$ cat config.mk
export PLATFORM = sky130hd
export DESIGN_NAME = step_job_arbiter
export DESIGN_NICKNAME = d
export VERILOG_FILES = /design/src/rtl/step_arb_pkg.sv /design/src/rtl/step_job_arbiter_rr_pick.sv /design/src/rtl/step_job_arbiter.sv
export SDC_FILE = /design/constraint.sdc
export NUM_CORES = 1
export LEC_CHECK = 0
export CAP_MARGIN = 20
export CORE_UTILIZATION = 41
export CTS_CLUSTER_SIZE = 30
export DETAILED_ROUTE_END_ITERATION = 10
export PLACE_DENSITY = 0.85
export SYNTH_ARGS = -nofsm -noshare
export SYNTH_HDL_FRONTEND = slang
export SYNTH_SLANG_ARGS = --single-unit
$ cat constraint.sdc
create_clock -name clk -period 3.09 [get_ports clk]
set_input_delay 0.618 -clock clk [delete_from_list [all_inputs] [get_ports clk]]
set_output_delay 0.618 -clock clk [all_outputs]
set_load 0.005 [all_outputs]
$ cat src/rtl/step_arb_pkg.sv
// Shared types and constants for the step-engine job arbiter.
package step_arb_pkg;

  localparam int DEF_NUM_REQ = 4;
  localparam int DEF_DATA_W  = 8;
  localparam int TMR_W       = 16;

  typedef enum logic [1:0] {
    IDLE  = 2'd0,
    ISSUE = 2'd1,
    WAIT  = 2'd2,
    RESP  = 2'd3
  } state_t;

endpackage

$ cat src/rtl/step_job_arbiter_rr_pick.sv
// Rotating-priority encoder: picks the first requester after last_grant.
module rr_pick
  import step_arb_pkg::*;
#(
  parameter int NUM_REQ = DEF_NUM_REQ,
  parameter int IW      = $clog2(DEF_NUM_REQ)
) (
  input  logic [NUM_REQ-1:0] req,
  input  logic [IW-1:0]      last_grant,
  output logic [IW-1:0]      grant,
  output logic               any_valid
);

  // Scan farthest-first so the nearest candidate after last_grant overwrites.
  always_comb begin
    grant     = '0;
    any_valid = 1'b0;
    for (int k = NUM_REQ; k >= 1; k--) begin
      if (req[(int'(last_grant) + k) % NUM_REQ]) begin
        grant     = IW'((int'(last_grant) + k) % NUM_REQ);
        any_valid = 1'b1;
      end
    end
  end

endmodule

$ cat src/rtl/step_job_arbiter.sv
// Round-robin sharing of one start/done step engine among NUM_REQ clients.
// Optional WAIT timeout is enabled by defining STEP_ARB_TIMEOUT_EN.
module step_job_arbiter
  import step_arb_pkg::*;
#(
  parameter int NUM_REQ = DEF_NUM_REQ,
  parameter int DATA_W  = DEF_DATA_W,
  parameter int TIMEOUT = 255
) (
  input  logic                      clk,
  input  logic                      rst,
  input  logic [NUM_REQ-1:0]        req_valid,
  input  logic [NUM_REQ*DATA_W-1:0] req_data,
  output logic [NUM_REQ-1:0]        req_ready,
  output logic [NUM_REQ-1:0]        rsp_valid,
  input  logic [NUM_REQ-1:0]        rsp_ready,
  output logic [DATA_W-1:0]         rsp_data,
  output logic                      rsp_err,
  output logic                      busy,
  output logic                      eng_start,
  output logic [DATA_W-1:0]         eng_data_in,
  input  logic [DATA_W-1:0]         eng_data_out,
  input  logic                      eng_done
);

  localparam int IW = $clog2(NUM_REQ);

  state_t              state_reg, state_next;
  logic [IW-1:0]       last_grant_reg, last_grant_next;
  logic [IW-1:0]       gnt_id_reg, gnt_id_next;
  logic [DATA_W-1:0]   job_reg, job_next;
  logic [DATA_W-1:0]   rsp_data_reg, rsp_data_next;
  logic [IW-1:0]       pick;
  logic                any_valid;

`ifdef STEP_ARB_TIMEOUT_EN
  localparam logic [TMR_W-1:0] TMO_LAST = TMR_W'(TIMEOUT - 1);
  logic [TMR_W-1:0]    cnt_reg, cnt_next;
  logic                rsp_err_reg, rsp_err_next;
`endif

  rr_pick #(
    .NUM_REQ (NUM_REQ),
    .IW      (IW)
  ) u_pick (
    .req        (req_valid),
    .last_grant (last_grant_reg),
    .grant      (pick),
    .any_valid  (any_valid)
  );

  always_comb begin
    state_next      = state_reg;
    last_grant_next = last_grant_reg;
    gnt_id_next     = gnt_id_reg;
    job_next        = job_reg;
    rsp_data_next   = rsp_data_reg;
`ifdef STEP_ARB_TIMEOUT_EN
    cnt_next        = cnt_reg;
    rsp_err_next    = rsp_err_reg;
`endif
    req_ready       = '0;
    rsp_valid       = '0;
    eng_start       = 1'b0;

    case (state_reg)
      IDLE: begin
        if (any_valid) begin
          // Keep req_ready low while reset is held so no handshake is implied.
          req_ready[pick] = !rst;
          job_next        = req_data[int'(pick)*DATA_W +: DATA_W];
          gnt_id_next     = pick;
          state_next      = ISSUE;
        end
      end
      ISSUE: begin
        eng_start  = 1'b1;
        state_next = WAIT;
`ifdef STEP_ARB_TIMEOUT_EN
        cnt_next   = '0;
`endif
      end
      WAIT: begin
        if (eng_done) begin
          rsp_data_next = eng_data_out;
`ifdef STEP_ARB_TIMEOUT_EN
          rsp_err_next  = 1'b0;
`endif
          state_next    = RESP;
        end
`ifdef STEP_ARB_TIMEOUT_EN
        else if (cnt_reg == TMO_LAST) begin
          rsp_data_next = '0;
          rsp_err_next  = 1'b1;
          state_next    = RESP;
        end else begin
          cnt_next = cnt_reg + TMR_W'(1);
        end
`endif
      end
      RESP: begin
        rsp_valid[gnt_id_reg] = 1'b1;
        if (rsp_ready[gnt_id_reg]) begin
          last_grant_next = gnt_id_reg;
          state_next      = IDLE;
        end
      end
      default: state_next = IDLE;
    endcase
  end

  always_ff @(posedge clk or posedge rst) begin
    if (rst) begin
      state_reg      <= IDLE;
      last_grant_reg <= IW'(NUM_REQ - 1);
      gnt_id_reg     <= '0;
      job_reg        <= '0;
      rsp_data_reg   <= '0;
    end else begin
      state_reg      <= state_next;
      last_grant_reg <= last_grant_next;
      gnt_id_reg     <= gnt_id_next;
      job_reg        <= job_next;
      rsp_data_reg   <= rsp_data_next;
    end
  end

`ifdef STEP_ARB_TIMEOUT_EN
  always_ff @(posedge clk or posedge rst) begin
    if (rst) begin
      cnt_reg     <= '0;
      rsp_err_reg <= 1'b0;
    end else begin
      cnt_reg     <= cnt_next;
      rsp_err_reg <= rsp_err_next;
    end
  end

  assign rsp_err = rsp_err_reg;
`else
  assign rsp_err = 1'b0;
`endif

  assign rsp_data    = rsp_data_reg;
  assign eng_data_in = job_reg;
  assign busy        = (state_reg != IDLE);

endmodule

==> results.sh <==
export IMPL_antenna_found_initial=0
export IMPL_start_util_pct=44.4
export IMPL_first_pass_iters=4
export IMPL_slew_headroom_pct=41.3
export IMPL_layout_commonest_cell="clkdlybuf4s50_1"
export IMPL_synth_compound_area_share_pct=18.1
export IMPL_clk_pin_slew_ps=130
export IMPL_finalWorstSetupSlack_ps=180
export IMPL_die_h_um=60.2
export IMPL_core_um2=3130
export IMPL_status="completed"
export IMPL_synth_xor_area_share_pct=0
export IMPL_synthTopCellsByArea="dfrtp_1 (36%), a211oi_2 (13%), mux2_2 (6.5%), mux2i_1 (5.8%), and4_1 (5.0%)"
export IMPL_seqCellArea_um2=553
export IMPL_ys_seq_area_share_pct=39.8
export IMPL_tightestPinTransition_ps=879
export IMPL_cts_num_sinks=22
export IMPL_numCtsBuffers=3
export IMPL_yosys_warnings=0
export IMPL_rsz0062_at_grt="no"
export IMPL_postCtsHoldBufs=0
export IMPL_die_x_um=60.2
export IMPL_clk_latency_ps=310
export IMPL_hold_viol=0
export IMPL_grt_max_degree=23
export IMPL_hp_class="reg2reg"
export IMPL_synth_simple_area_share_pct=18.5
export IMPL_r2r_end="eng_data_in[5]"
export IMPL_ios=78
export IMPL_synthCells=129
export IMPL_io_buffers=76
export IMPL_nNetsFinal=273
export IMPL_gp_congestion=0.813
export IMPL_holdPathStages=1
export IMPL_htreeDepth=1
export IMPL_irDropWorstVdd_v=0.000471
export IMPL_antennaDiodeCount=0
export IMPL_die_area_um2=3630
export IMPL_p_leak_nw=0.957
export IMPL_rows=20
export IMPL_drt_iter0_markers=45
export IMPL_vias=1382
export IMPL_route_detailed_drc=0
export IMPL_crit_fanout=6
export IMPL_cellPowerDensity_nw_per_um2=762
export IMPL_synth_fp_nets=184
export IMPL_total_power_mw=1.78
export IMPL_drive_gt1_share_pct=24.9
export IMPL_end_kind="primary output"
export IMPL_slew_violations=0
export IMPL_track_usage_pct=23.2
export IMPL_place_hpwl_um=3240
export IMPL_grt_overflow=0
export IMPL_first_global_vias=1344
export IMPL_rr_worst_depth=7
export IMPL_drt_total_wl_um=4090
export IMPL_period_share_pct=94.2
export IMPL_critPathArrivalTime_ps=2290
export IMPL_final_cell_mix="clkdlybuf4s50_1 (72), dfrtp_1 (20), a211oi_2 (14)"
export IMPL_yosys_area_top_type_share_pct=36.0
export IMPL_r2r_slack_ps=1190
export IMPL_criticalPathCategory="in2out"
export IMPL_synth_area_um2=1390
export IMPL_ys_types=31
export IMPL_cts_root_buf="clkbuf_4"
export IMPL_area_growth_pct=68.1
export IMPL_synth_top_family_by_area="simple AND/OR/NAND/NOR gates"
export IMPL_cts_tree="yes"
export IMPL_synthAdderAreaFrac_pct=3.60
export IMPL_max_clock_freq_mhz=344
export IMPL_yosys_area_top_type="dfrtp_1"
export IMPL_multi_input_area_um2=810
export IMPL_setup_violations=0
export IMPL_wl_per_cell_um=15.7
export IMPL_layout_min_cycle_time_ps=2910
export IMPL_pre_cts_slack_ps=-51.6
export IMPL_critPathRequiredTime_ps=2470
export IMPL_cp_start_kind="primary input"
export IMPL_synth_seq_cells=22
export IMPL_nFillCells=219
export IMPL_reg2reg_from="last_grant_reg[0]"
export IMPL_viasPerCell=5.30
export IMPL_fin_skew_ps=6.51
export IMPL_grt_pass1_wl_um=6130
export IMPL_drv_cap=0
export IMPL_clockBufferDepth=2
export IMPL_min_to="rsp_data[2]"
export IMPL_avgSynthCellArea_um2=10.8
export IMPL_synth_area_mux_share_pct=15.5
export IMPL_hp_start="rsp_data[2]"
export IMPL_postRouteAntennaNets=0
through the flow:
stage	area, um2	hold WS (ps)	cells	util, %	TNS [ps]
finish	2340	521	261	74.7	0
global route	2340	536	261	74.7	0
CTS	2310	523	261	73.9	0
detailed placement	2260	497	256	72.2	-91.7
global placement	2260	489	256	72.2	0
floorplan	1390	484	129	-	0
routing by layer:
layer  up-vias  track usage [%]  part of all wire [%]
met1       648             27.6                    40
met5         -                0                     0
met2        74             40.7                    50
met4         0             10.6                   2.5
li1        652                -                     -
met3         8             3.46                   7.6
power breakdown:
part | switching [mW] | internal [mW] | leakage (nW)
Combinational | 0.459 | 0.612 | 0.686
Clock | 0.0902 | 0.0719 | 0.0210
Sequential | 0.104 | 0.443 | 0.250
repair_timing:
| item | 4_1_cts | 5_1_grt |
|---|---|---|
| buffers inserted | 1 | 0 |
| setup endpoints to repair | 2 | 4 |
| gates resized for setup | 5 | 6 |
| pin swaps | 2 | 0 |
| cloned | 0 | 0 |
cells by family (layout without fill, tap and decap cells):
logic type	Yosys count	after routing
multiplexers	19	19
AND/OR/NAND/NOR	45	45
AO/OA/AOI/OAI	26	26
buffers and inverters	12	100
flip-flops	22	22
other	1	1
adder cells (fa/ha/maj)	4	4
Yosys cell counts, drive strengths merged:
library cell and count:
dfrtp 20, a211oi 16, nor2 14, mux2 10
and4 8, inv 8, mux2i 8, nor3 7
o21ai 6, nand2 5, nor2b 5, ha 4
a21oi 3, buf 3, dfstp 2, and3 1
clkbuf 1, conb 1, mux4 1, nand3 1
nor4 1, o311ai 1, or2 1, or3 1
or3b 1
worst max-delay path by stage:
| stage | start | endpoint | depth (start not counted) | slack [ps] |
|---|---|---|---|---|
| 6_report | req_valid[1] | req_ready[3] | 6 | 180 |
| 5_1_grt | state_reg[0] | req_ready[3] | 6 | 130 |
| 4_1_cts | req_valid[2] | req_ready[2] | 6 | 30 |
| 3_5_place_dp | req_valid[3] | req_ready[2] | 6 | -50 |
| 3_3_place_gp | req_valid[3] | req_ready[3] | 6 | 10 |
| 2_1_floorplan | req_valid[3] | req_ready[2] | 5 | 890 |
final cells by class:
class	count	share of cell area, %
tap	44	2.36
clock buffer	4	1.55
timing repair buffer	88	36.5
inverter	8	1.28
sequential	22	23.7
multi-input combinational	95	34.6
worst max-delay path, cell delays in order:
cell	delay [ps]
dlygate4sd2_1	300
or3b_1	200
o311ai_2	110
or3_4	410
nor3_1	130
clkdlybuf4s50_1	530
No activity file was read; power rests on OpenSTA's default activity.
